$ cat config.mk
export PLATFORM = sky130hd
export DESIGN_NAME = keypad_scanner
export DESIGN_NICKNAME = d
export VERILOG_FILES = /design/src/rtl/keypad_scanner.sv
export SDC_FILE = /design/constraint.sdc
export NUM_CORES = 1
export LEC_CHECK = 0
export BUFFER_PORTS_ARGS = -buffer_cell sky130_fd_sc_hd__buf_2
export CORE_MARGIN = 2
export CORE_UTILIZATION = 49
export DETAILED_ROUTE_END_ITERATION = 6
export GPL_TIMING_DRIVEN = 0
export PLACE_DENSITY = 0.73
export SLEW_MARGIN = 0
export SYNTH_ARGS = -nofsm -noshare
export SYNTH_HDL_FRONTEND = slang
export SYNTH_SLANG_ARGS = --single-unit
$ cat constraint.sdc
create_clock -name clk -period 1.8 [get_ports clk]
set_clock_uncertainty 0.05 [all_clocks]
set_input_delay 0.36 -clock clk [delete_from_list [all_inputs] [get_ports clk]]
set_output_delay 0.36 -clock clk [all_outputs]
set_load 0.01 [all_outputs]
$ cat src/rtl/keypad_scanner.sv
// 4x4 matrix keypad scanner with per-key debounce, one-cycle strobe and held level.
// Optional auto-repeat of the held key is enabled by defining KEYPAD_REPEAT_EN.
module keypad_scanner #(
  parameter int CLK_DIV        = 4,
  parameter int DEBOUNCE_SCANS = 3,
  parameter int REPEAT_TICKS   = 5
) (
  input  logic       clk,
  input  logic       rst,
  input  logic [3:0] keypad_col,
  output logic [3:0] keypad_row,
  output logic [3:0] key_code,
  output logic       key_valid,
  output logic       key_held
);

  localparam int DIV_W = (CLK_DIV > 2) ? $clog2(CLK_DIV) : 1;
  localparam int CNT_W = $clog2(DEBOUNCE_SCANS + 1);

  localparam logic [DIV_W-1:0] DIV_LAST = DIV_W'(CLK_DIV - 1);
  localparam logic [CNT_W-1:0] DB_LAST  = CNT_W'(DEBOUNCE_SCANS);

  typedef enum logic [1:0] {
    SCAN,
    DEBOUNCE,
    HELD
  } state_t;

  state_t             state_q, state_d;
  logic [DIV_W-1:0]   div_q, div_d;
  logic [3:0]         row_q, row_d;
  logic [1:0]         r_q, r_d;
  logic [1:0]         c_q, c_d;
  logic [CNT_W-1:0]   cnt_q, cnt_d;
  logic [CNT_W-1:0]   relcnt_q, relcnt_d;
  logic [3:0]         code_q, code_d;
  logic               valid_q, valid_d;
  logic               held_q, held_d;

  logic               tick;
  logic [3:0]         row_rot;
  logic [1:0]         cur_row;
  logic [1:0]         low_col;
  logic               watched_open;
  logic [CNT_W-1:0]   cnt_inc;
  logic [CNT_W-1:0]   relcnt_inc;

`ifdef KEYPAD_REPEAT_EN
  localparam int REP_W = $clog2(REPEAT_TICKS + 1);
  localparam logic [REP_W-1:0] REP_LAST = REP_W'(REPEAT_TICKS);

  logic [REP_W-1:0]   rep_q, rep_d;
  logic [REP_W-1:0]   rep_inc;

  assign rep_inc = rep_q + REP_W'(1);

  always_ff @(posedge clk) begin
    if (rst) begin
      rep_q <= '0;
    end else begin
      rep_q <= rep_d;
    end
  end
`else
  localparam int unused_repeat_ticks = REPEAT_TICKS;
`endif

  assign tick         = (div_q == DIV_LAST);
  assign row_rot      = {row_q[2:0], row_q[3]};
  assign watched_open = keypad_col[c_q];
  assign cnt_inc      = cnt_q + CNT_W'(1);
  assign relcnt_inc   = relcnt_q + CNT_W'(1);

  always_comb begin
    cur_row = 2'd0;
    case (row_q)
      4'b1110: cur_row = 2'd0;
      4'b1101: cur_row = 2'd1;
      4'b1011: cur_row = 2'd2;
      4'b0111: cur_row = 2'd3;
      default: cur_row = 2'd0;
    endcase
  end

  // Scanning downward leaves the lowest-index closed column as the winner.
  always_comb begin
    low_col = 2'd0;
    for (int i = 3; i >= 0; i--) begin
      if (!keypad_col[i]) begin
        low_col = 2'(i);
      end
    end
  end

  always_ff @(posedge clk) begin
    if (rst) begin
      state_q  <= SCAN;
      div_q    <= '0;
      row_q    <= 4'b1110;
      r_q      <= '0;
      c_q      <= '0;
      cnt_q    <= '0;
      relcnt_q <= '0;
      code_q   <= '0;
      valid_q  <= 1'b0;
      held_q   <= 1'b0;
    end else begin
      state_q  <= state_d;
      div_q    <= div_d;
      row_q    <= row_d;
      r_q      <= r_d;
      c_q      <= c_d;
      cnt_q    <= cnt_d;
      relcnt_q <= relcnt_d;
      code_q   <= code_d;
      valid_q  <= valid_d;
      held_q   <= held_d;
    end
  end

  always_comb begin
    state_d  = state_q;
    div_d    = tick ? '0 : div_q + DIV_W'(1);
    row_d    = row_q;
    r_d      = r_q;
    c_d      = c_q;
    cnt_d    = cnt_q;
    relcnt_d = relcnt_q;
    code_d   = code_q;
    valid_d  = 1'b0;
    held_d   = held_q;
`ifdef KEYPAD_REPEAT_EN
    rep_d    = rep_q;
`endif

    if (tick) begin
      case (state_q)
        SCAN: begin
          if (keypad_col == 4'b1111) begin
            row_d = row_rot;
          end else begin
            r_d     = cur_row;
            c_d     = low_col;
            cnt_d   = CNT_W'(1);
            state_d = DEBOUNCE;
          end
        end

        DEBOUNCE: begin
          if (!watched_open) begin
            cnt_d = cnt_inc;
            if (cnt_inc == DB_LAST) begin
              code_d   = {r_q, c_q};
              valid_d  = 1'b1;
              held_d   = 1'b1;
              relcnt_d = '0;
`ifdef KEYPAD_REPEAT_EN
              rep_d    = '0;
`endif
              state_d  = HELD;
            end
          end else begin
            row_d   = row_rot;
            state_d = SCAN;
          end
        end

        HELD: begin
          if (watched_open) begin
            relcnt_d = relcnt_inc;
`ifdef KEYPAD_REPEAT_EN
            rep_d    = '0;
`endif
            if (relcnt_inc == DB_LAST) begin
              held_d  = 1'b0;
              row_d   = row_rot;
              state_d = SCAN;
            end
          end else begin
            relcnt_d = '0;
`ifdef KEYPAD_REPEAT_EN
            // The repeat strobe reuses the published code; only the pulse is new.
            if (rep_inc == REP_LAST) begin
              valid_d = 1'b1;
              rep_d   = '0;
            end else begin
              rep_d   = rep_inc;
            end
`endif
          end
        end

        default: begin
          state_d = SCAN;
        end
      endcase
    end
  end

  assign keypad_row = row_q;
  assign key_code   = code_q;
  assign key_valid  = valid_q;
  assign key_held   = held_q;

endmodule

# After elaboration in Yosys (flattened, before gate mapping)
# Cells that the tools add are included.
# totals
regBits	22
input_bits	6
output_inout_bits	10
wordCells	78
# op_classes
addsub	3
n_lt_le_gt_ge	1
n_eq_ne	17
mux	30
bitwise_logic	4
reduce_logical	13
# ops
cell	n
2-bit 2-to-1 mux	13
4-bit 2-to-1 mux	4
2-bit inequality test (second input constant)	7
4-bit equality test (second input constant)	3
2-bit case mux with 3 select lines	2
4-bit case mux with 3 select lines	1
4-bit AND reduction	3
6-bit AND reduction	2
2-bit equality test (second input constant)	4
2-bit case mux with 2 select lines	2
2-bit by 1-bit adder with 2-bit output (second input constant)	3
1-bit 2-to-1 mux	6
5-bit AND reduction	1
4-bit by 3-bit equality test with 1-bit output (second input constant)	1
1-bit NOT	4
2-bit nonzero test	2
4-bit OR reduction	1
2-bit by 3-bit less-than comparator with 1-bit output (second input constant)	1
3-bit inequality test (second input constant)	1
3-bit AND reduction	1
3-bit nonzero test	1
1-bit binary-select mux with 2-bit select	1
2-bit by 1-bit equality test with 1-bit output (second input constant)	1
2-bit logical NOT	1
other kinds (2)	2

# Depth between registers and ports, before layout
# Gate-level depths: netlist (run 1).
# logic_depth
depth_word	5
depth_mapped	7
depth_no_buf	6

# Worst setup path after synthesis (run 1)
# No wires, ideal clock.
# synth_path
path_type	flip-flop to flip-flop
startpoint	reg c_q[0]
endpoint	reg code_q[0], in the netlist key_code[0]
setup_time_ps	128
arrival_ps	1650
required_ps	1622
path_slack_ps	-27
stages_incl_launch_ff	6
n_path_buf	1
synth_period_minus_slack_ps	1827
cell_sequence	dfxtp_1 > mux4_2 > buf_2 > nor2_1 > mux2i_1 > nor2_1
# synth_between
elab_chain_len	4
# synth_rtl
item	line_no	rtl
start, declared	33	logic [1:0] c_q, c_d;
start signal, assigned	101	c_q <= '0;
start signal, assigned	112	c_q <= c_d;
1-bit binary-select mux with 2-bit select	70	assign watched_open = keypad_col[c_q];
1-bit 2-to-1 mux (not written as such)	70	
1-bit NOT (no source line)	--	
4-bit AND reduction (no source line)	--	
end signal, assigned	115	code_q <= code_d;
end, declared	36	logic [3:0] code_q, code_d;
# Several ways; a longest one is shown, not always the timed one. The select of a mux whose other input is x is not followed.
# A chain may end at the register's enable or synchronous reset.

# Final worst setup path (run 1)
# layout_path
startpoint	reg c_q[0]
endpoint	reg held_q, in the netlist key_held
# layout_between
elab_chain_len	4
elab_cells_between_ends	5
classes_between	2 x eq/ne; 2 x mux; 1 x reduce/logical
# layout_rtl
item	line_no	rtl
1-bit binary-select mux with 2-bit select *	70	
1-bit 2-to-1 mux (not written as such) *	70	
2-bit inequality test (no source line)	--	
6-bit AND reduction (no source line) *	--	
end signal, assigned	117	held_q <= held_d;
end, declared	38	logic held_q, held_d;
# Every way passes the cells marked *; elsewhere a longest branch is shown, timed or not. The select of a mux whose other input is x is not followed.

==> flow_summary.yaml, run 1 <==
grt:
  global_route_wire_length_before_repair_um: 3720
  grt_remaining_overflow: 0
  grt_antenna_before_repair: 0
  grt_start_max_net_pins: 14
  grt_use_total_pct: 19.1
  grt_pass1_vias: 835
finish:
  drive_gt1_share_pct: 23.6
  stdcell_count: 172
  area.growth.synth_to_final_pct: 18.7
  final_area_um2: 1330
  leading_cell_types_in_the_layout_fill_and_taps_excluded: "19 x sky130_fd_sc_hd__dfxtp_1, 14 x sky130_fd_sc_hd__buf_2, 13 x sky130_fd_sc_hd__nor2_1, 11 x sky130_fd_sc_hd__mux2i_1, 9 x sky130_fd_sc_hd__nand2b_1"
  mostFrequentLayoutCell: "sky130_fd_sc_hd__dfxtp_1"
  final_core_util_pct: 60.9
  antennaDiodeCount: 0
  design.final.nets: 157
clock_tree:
  tritoncts_num_sinks: 22
  tritoncts_clock_tree: "yes"
  post_cts_hold_buffer_count: 0
  clockBufferDepth: 2
  cts_made_buffers: 3
  clock_root_buffer_master: "sky130_fd_sc_hd__clkbuf_4"
  clk_latency_ps: 310
  cts_clock_pin_slew_for_the_worst_setup_and_hold_paths_ps: 130
  h_tree_depth_reported_by_cts: 1
routing:
  antenna_violating_nets_post_route: 0
  detailed_routing_iteration_count_for_the_pre_antenna_repair_pass: 4
  highest-signal-layer: "met4"
  drc: 0
  detail_route.wirelength_um: 2440
  drt_iter0_markers: 19
  routedLengthMet1_um: 1060
  routed_wl_met3_um: 97
  dr_wl_met2_um: 1230
  routed_wire_length_per_instance_um: 14.2
  via_count: 968
  detail_route.vias_per_cell: 5.63
sta:
  f_max_mhz: 554
  timing_worst_slew_pin_value_ps: 523
  slew_headroom_pct: 65.2
  finalHoldViolations: 0
  setup_repair_after_global_routing_missed_its_margin: "yes"
  finalCriticalPeriod_ps: 1810
  layout_setup_ws_ps: -5.53
  finalHoldWorstSlack_ps: 275
  setup_viol: 1
  timing.final.crit_share_pct: 100
  timing.setup.tns_ps: -5.53
  maxSlewViolCount: 0
floorplanning:
  die-width_um: 51.9
  die_area_um2: 2690
  total_core_area_um2: 2190
  initial_core_util_pct: 51.3
  num_io_pins: 16
  die_height_um: 51.9
  core.rowCount: 17
outcome:
  failed_checks: "negative setup slack"
  outcome: "finished, violations left"
pwr:
  post-layout-total-power_uw: 998
  power.density_nw_per_um2: 748
  power.leakage_nw: 0.501
  vdd.ir_drop.worst_mv: 0.544
place:
  dpl_cell_area_um2: 1230
  worst_slack_placed_ps: -188
  detailed_place_hpwl_um: 1690
  dp_cells: 166
  globalplace.congestion: 0.773
  io_buffer_count: 14
critical_path:
  worst_ep_arrival_time_ps: 1990
  setup.worst_path.end_class: "flop"
  path_max_fanout: 4
  critical_path.startpoint_type: "flop"
  critPathRequiredTime_ps: 1990
  setup.worst_path.class: "flop to flop"
synthesis:
  ys_types: 33
  avgSynthCellArea_um2: 9.06
  yosys_register_bits: 22
  post-synth-top-area-cell: "sky130_fd_sc_hd__dfxtp_1"
  yosys_warnings: 0
  syn_area_um2: 1120
  async_flop_share_pct: 0
  post_synth_inst_count: 124
  synth_sequential_area_ratio_pct: 39.2
  synth-edff-count: 0
  synth_flop_cell: "sky130_fd_sc_hd__dfxtp_1"
  synth.net_count: 136
  post_synth_main_area_contributors: "sky130_fd_sc_hd__dfxtp_1 39%, sky130_fd_sc_hd__mux2i_1 9.8%, sky130_fd_sc_hd__ha_1 6.7%"
  synthDominantCellAreaShare_pct: 39.2
worst_hold_path:
  holdCritPathClass: "input port to flop"
flow_run:
  cap_viol_max_count: 0
-- worst max-delay path, stage by stage (launching register included) --
cell and delay, ps:
sky130_fd_sc_hd__dfxtp_4 380, sky130_fd_sc_hd__mux4_2 540, sky130_fd_sc_hd__or4_4 520, sky130_fd_sc_hd__a221oi_2 240
-- synth_stat cells, drive strengths merged (2+ instances only) --
cell type,number
mux2i,11
nand2,7
nand4,3
inv,7
xor2,2
nor2,14
a311oi,2
clkbuf,5
nor3,2
dfxtp,22
nor3b,2
nand2b,9
a21oi,6
nand3,3
o21ai,6
ha,6
-- power breakdown --
part	switching, mW	internal (mW)
logic	0.0631	0.0463
clock network	0.157	0.225
registers	0.00811	0.498
total	0.229	0.769
-- worst paths after layout --
check	startpoint	to	slack (ps)	cells past startpoint
worst min register to register	div_q[0]	div_q[0]	380	1
worst max-delay path	c_q[0]	key_held	-6	3
worst min-delay path	keypad_col[0]	c_q[0]	280	3
worst max register to register	c_q[0]	key_held	-6	3
-- cell families after synthesis --
family	after synthesis	share of synthesized area, %
simple gates	47	22.5
compound gates	22	13.8
flops	22	39.2
buf+inv	13	4.45
mux	12	11.8
fa+ha+maj	6	6.68
xor+xnor	2	1.56
-- routing by layer --
layer / up-vias / track usage, %
met4: 0 / 6.14
met5: - / 0
met3: 7 / 5.17
met2: 20 / 33.8
li1: 483 / -
met1: 458 / 22.0
-- cell type report --
type	count	area (um^2)
multi-input combinational	89	651
fill	180	857
clock inverter	1	30.0
inverter	7	26.3
clock buffer	3	22.5
timing repair buffer	17	92.6
sequential	22	447
tap	28	35.0
buffer	5	30.0
-- flip-flops by register name (all words and copies together) (netlist names) --
signal	cells
relcnt_q	2
div_q	2
key_held	1
key_code	4
state_q	2
key_valid	1
c_q	2
r_q	2
keypad_row	4
cnt_q	2
-- timing repair --
item	in CTS	in global routing
pin swaps	2	2
gates resized for setup	8	7
setup endpoints to repair	7	8
endpoints found under the hold margin	0	0
setup buffers	1	2
No activity file was read; power rests on OpenSTA's default activity.
==> inputs of run 2 (changes only) <==
- CORE_UTILIZATION: 49 -> 42
- PLACE_DENSITY: 0.73 -> unset
==> flow_summary.yaml, run 2 (synthesis results as in run 1) <==
routing:
  via_count: 956
  antenna_violating_nets_post_route: 0
  drc: 0
  detailed_routing_iteration_count_for_the_pre_antenna_repair_pass: 5
  detail_route.vias_per_cell: 5.53
  drt_iter0_markers: 11
  detail_route.wirelength_um: 2330
  routed_wire_length_per_instance_um: 13.5
sta:
  maxSlewViolCount: 0
  finalCriticalPeriod_ps: 1800
  timing.setup.tns_ps: 0
  setup_viol: 0
  timing.final.crit_share_pct: 99.8
  finalHoldViolations: 0
  timing_worst_slew_pin_value_ps: 521
  slew_headroom_pct: 65.3
  setup_repair_after_global_routing_missed_its_margin: "yes"
  f_max_mhz: 557
finish:
  final_core_util_pct: 52.6
  area.growth.synth_to_final_pct: 16.9
  mostFrequentLayoutCell: "sky130_fd_sc_hd__dfxtp_1"
  fillers: 233
  design.final.nets: 156
  stdcell_count: 173
  leading_cell_types_in_the_layout_fill_and_taps_excluded: "20 x sky130_fd_sc_hd__dfxtp_1, 15 x sky130_fd_sc_hd__buf_2, 13 x sky130_fd_sc_hd__nor2_1, 11 x sky130_fd_sc_hd__mux2i_1, 9 x sky130_fd_sc_hd__nand2b_1"
  layout.area.seq_um2: 445
  multi_input_area_um2: 656
  antennaDiodeCount: 0
  drive_gt1_share_pct: 23.8
critical_path:
  path_max_fanout: 3
  rrSetupSlack_ps: 4
  worst_ep_arrival_time_ps: 1970
  crit_slowest_cell: "sky130_fd_sc_hd__mux4_2"
  series_of_cell_instances_along_the_critical_path: "mux4_2, or4_4, a221oi_2"
  cp.buffers_inverters: 0
  critical_path.startpoint_type: "flop"
  setup.worst_path.end_class: "flop"
  cp_top_family: "multiplexers"
  critPathRequiredTime_ps: 1980
  setup.worst_path.class: "flop to flop"
  largest_stage_delay_on_the_critical_path_ps: 520
floorplanning:
  total_core_area_um2: 2500
  core.rowCount: 18
  initial_core_util_pct: 44.9
  die_height_um: 55.7
  die-width_um: 55.7
  die_area_um2: 3100
  num_io_pins: 16
grt:
  gr_util_met1_pct: 20.7
  grt_remaining_overflow: 0
  grt_util_met3_pct: 2.79
  grt_antenna_before_repair: 0
  groute.layer.met2.usage_pct: 24.8
  grt_start_max_net_pins: 13
  grt_pass1_vias: 883
  grt_use_total_pct: 15.6
  global_route.peak_usage_layer: "met2"
  global_route_wire_length_before_repair_um: 3930
clock_tree:
  tritoncts_num_sinks: 22
  post_cts_hold_buffer_count: 0
  h_tree_depth_reported_by_cts: 1
  cts_made_buffers: 3
  clk_latency_ps: 300
  clock_root_buffer_master: "sky130_fd_sc_hd__clkbuf_4"
  clockBufferDepth: 2
  tritoncts_clock_tree: "yes"
  cts_clock_pin_slew_for_the_worst_setup_and_hold_paths_ps: 130
place:
  detailed_place_hpwl_um: 1730
  dp_cells: 168
  io_buffer_count: 14
  globalplace.congestion: 0.743
pwr:
  vdd.ir_drop.worst_mv: 0.378
  power.density_nw_per_um2: 677
  power.leakage_nw: 0.485
  post-layout-total-power_uw: 889
flow_run:
  cap_viol_max_count: 0
outcome:
  outcome: "finished, final reports clean"
worst_hold_path:
  holdCritPathClass: "input port to flop"
==> run 2: cell count changes in the layout (fill, tap and decap cells not counted), sizes merged <==
cell	delta
buf	-1
bufinv	-1
clkbuf	+1
==> run 2: worst paths after layout <==
kind,start,to,cells after the start
max,c_q[0],key_held,3
min,keypad_col[0],c_q[0],3
max reg2reg,c_q[0],key_held,3
min reg2reg,div_q[0],div_q[0],1
==> run 2: timing repair <==
action                                  4_1_cts  5_1_grt
pin swaps                                     1        3
setup buffers                                 2        0
gates resized for setup                       8        7
endpoints found under the setup margin        8        8
==> run 2: tightest hold or removal path: stages <==
cell,delay [ps]
sky130_fd_sc_hd__buf_2,130
sky130_fd_sc_hd__nand3_1,60
sky130_fd_sc_hd__a21oi_1,60
==> run 2: cell type report <==
cell class	instances	area share (%)
multi-input combinational	89	49.9
sequential	22	33.9
inverter	7	2.00
timing repair buffer	16	6.48
tap	30	2.86
clock buffer	4	2.76
buffer	5	2.10
==> run 2: metal layers <==
| layer | vias up | wire, um |
|---|---|---|
| met5 | - | 0 |
| met2 | 17 | 1070 |
| li1 | 484 | - |
| met1 | 449 | 1140 |
| met4 | 0 | 49 |
| met3 | 6 | 69 |
==> run 2: metrics by stage <==
stage	worst slack, ps	instance area, um^2	hold slack [ps]
after global routing	-47.5	1310	281
after detailed placement	-212	1230	378
after global placement	-164	1230	362
final	4.36	1310	280
after floorplan	23.4	1130	354
after CTS	1.34	1300	279
==> run 2: where the power goes <==
| part | switching [mW] | leakage, nW | internal (mW) |
|---|---|---|---|
| Combinational | 0.0629 | 0.284 | 0.0460 |
| Sequential | 0.00803 | 0.179 | 0.497 |
| Clock | 0.152 | 0.0210 | 0.123 |
| Total | 0.223 | 0.485 | 0.667 |
==> inputs of run 3 (changes only) <==
- CORE_ASPECT_RATIO: unset -> 1.1
==> flow_summary.yaml, run 3 (synthesis results as in run 1) <==
sta:
  timing_worst_slew_pin_value_ps: 509
  setup_viol: 0
  setup_repair_after_global_routing_missed_its_margin: "yes"
  finalHoldViolations: 0
  maxSlewViolCount: 0
  slew_headroom_pct: 66.0
  f_max_mhz: 569
  timing.final.crit_share_pct: 97.6
  finalCriticalPeriod_ps: 1760
  finalHoldWorstSlack_ps: 287
finish:
  fillers: 258
  antennaDiodeCount: 0
  leading_cell_types_in_the_layout_fill_and_taps_excluded: "20 x sky130_fd_sc_hd__dfxtp_1, 15 x sky130_fd_sc_hd__buf_2, 13 x sky130_fd_sc_hd__nor2_1, 11 x sky130_fd_sc_hd__mux2i_1, 9 x sky130_fd_sc_hd__nand2b_1"
  area.growth.synth_to_final_pct: 17.7
  drive_gt1_share_pct: 24.3
  design.final.nets: 157
  mostFrequentLayoutCell: "sky130_fd_sc_hd__dfxtp_1"
flow_run:
  cap_viol_max_count: 0
place:
  globalplace.congestion: 0.810
  detailed_place_hpwl_um: 1740
  io_buffer_count: 14
clock_tree:
  cts_clock_pin_slew_for_the_worst_setup_and_hold_paths_ps: 120
  tritoncts_clock_tree: "yes"
  cts_made_buffers: 3
  h_tree_depth_reported_by_cts: 1
  clock_root_buffer_master: "sky130_fd_sc_hd__clkbuf_4"
  clockBufferDepth: 2
  clk_latency_ps: 310
  post_cts_hold_buffer_count: 0
  tritoncts_num_sinks: 22
critical_path:
  path_max_fanout: 3
  reg2regPathDepth: 3
  critical_path.startpoint_type: "flop"
  worst_ep_arrival_time_ps: 1940
  cp-startpoint: "c_q[0]"
  timing.rr.end: "key_held"
  reg2reg_from: "c_q[0]"
  rrSetupSlack_ps: 40
  setup.worst_path.class: "flop to flop"
  setup.worst_path.end_class: "flop"
  critPathRequiredTime_ps: 1990
grt:
  grt_remaining_overflow: 0
  grt_antenna_before_repair: 0
  global_route_wire_length_before_repair_um: 3940
  grt_pass1_vias: 895
  grt_use_total_pct: 17.2
  grt_start_max_net_pins: 13
floorplanning:
  total_core_area_um2: 2520
  core.rowCount: 19
  die_height_um: 58.2
  initial_core_util_pct: 44.6
  die-width_um: 53.3
  num_io_pins: 16
  die_area_um2: 3110
routing:
  routedLengthMet1_um: 1010
  drc: 0
  routed_wl_met3_um: 51
  drt_iter0_markers: 9
  detail_route.wirelength_um: 2310
  via_count: 954
  routed_wire_length_per_instance_um: 13.2
  dr_wl_met2_um: 1220
  antenna_violating_nets_post_route: 0
  detail_route.vias_per_cell: 5.45
  highest-signal-layer: "met4"
  detailed_routing_iteration_count_for_the_pre_antenna_repair_pass: 4
pwr:
  vdd.ir_drop.worst_mv: 0.647
  post-layout-total-power_uw: 882
  power.density_nw_per_um2: 667
  power.leakage_nw: 0.491
worst_hold_path:
  hold_start: "keypad_col[0]"
  hold_path_depth: 3
  holdCritPathClass: "input port to flop"
  holdPathEnd: "c_q[0]"
outcome:
  outcome: "finished, final reports clean"
==> run 3: cell types whose count changed in the layout (fill, tap and decap cells not counted), sizes merged <==
cell / previous run / this run
buf: 18 / 19
==> run 3: report_power, final <==
part           switching, mW  total (mW)  leakage, nW  internal (mW)
sequential           0.00852       0.506        0.179          0.497
combinational         0.0616       0.107        0.291         0.0455
clock                  0.146       0.269       0.0210          0.123
total                  0.216       0.882        0.491          0.666
==> run 3: per-layer routing <==
| metal | vias to the layer above | track usage, % |
|---|---|---|
| met5 | - | 0 |
| met4 | 0 | 7.69 |
| met3 | 2 | 3.09 |
| met2 | 8 | 30.2 |
| met1 | 462 | 19.9 |
| li1 | 482 | - |
==> run 3: cell type report <==
type	instances	area (um^2)	area share (%)
buffer	5	23.8	1.80
clock buffer	4	36.3	2.74
inverter	7	26.3	1.99
multi-input combinational	89	659	49.9
sequential	22	445	33.7
tap	31	38.8	2.93
timing repair buffer	17	92.6	7.00
==> run 3: how the worst max path moves through the flow <==
stage | endpoint | cells after the start | slack, ps
3_3_place_gp | key_held | 5 | -180
3_5_place_dp | key_held | 5 | -260
5_1_grt | key_held | 3 | -30
6_report | key_held | 3 | 40
2_1_floorplan | key_held | 3 | 20
4_1_cts | key_held | 3 | 7
==> run 3: critical path: stages, from the launching register on <==
cell and delay [ps]:
sky130_fd_sc_hd__dfxtp_4 370, sky130_fd_sc_hd__mux4_2 530, sky130_fd_sc_hd__or4_4 510, sky130_fd_sc_hd__a221oi_2 230
==> run 3: through the flow <==
step	setup WS [ps]	area (um^2)	std cells	setup TNS, ps	utilization, %
after global placement	-185	1240	169	-814	49.1
after detailed placement	-255	1240	169	-1160	49.1
final	42.5	1320	175	0	52.5
after floorplan	23.4	1130	124	0	-
after global routing	-32.9	1320	175	-32.9	52.5
after CTS	6.97	1300	174	0	51.7
==> run 3: repair_timing <==
| action | 4_1_cts | 5_1_grt |
|---|---|---|
| pin swaps | 2 | 3 |
| resized for setup | 8 | 5 |
| gates cloned | 0 | 0 |
| setup endpoints to repair | 8 | 7 |
| buffers inserted | 2 | 1 |
| hold endpoints to repair | 0 | 0 |
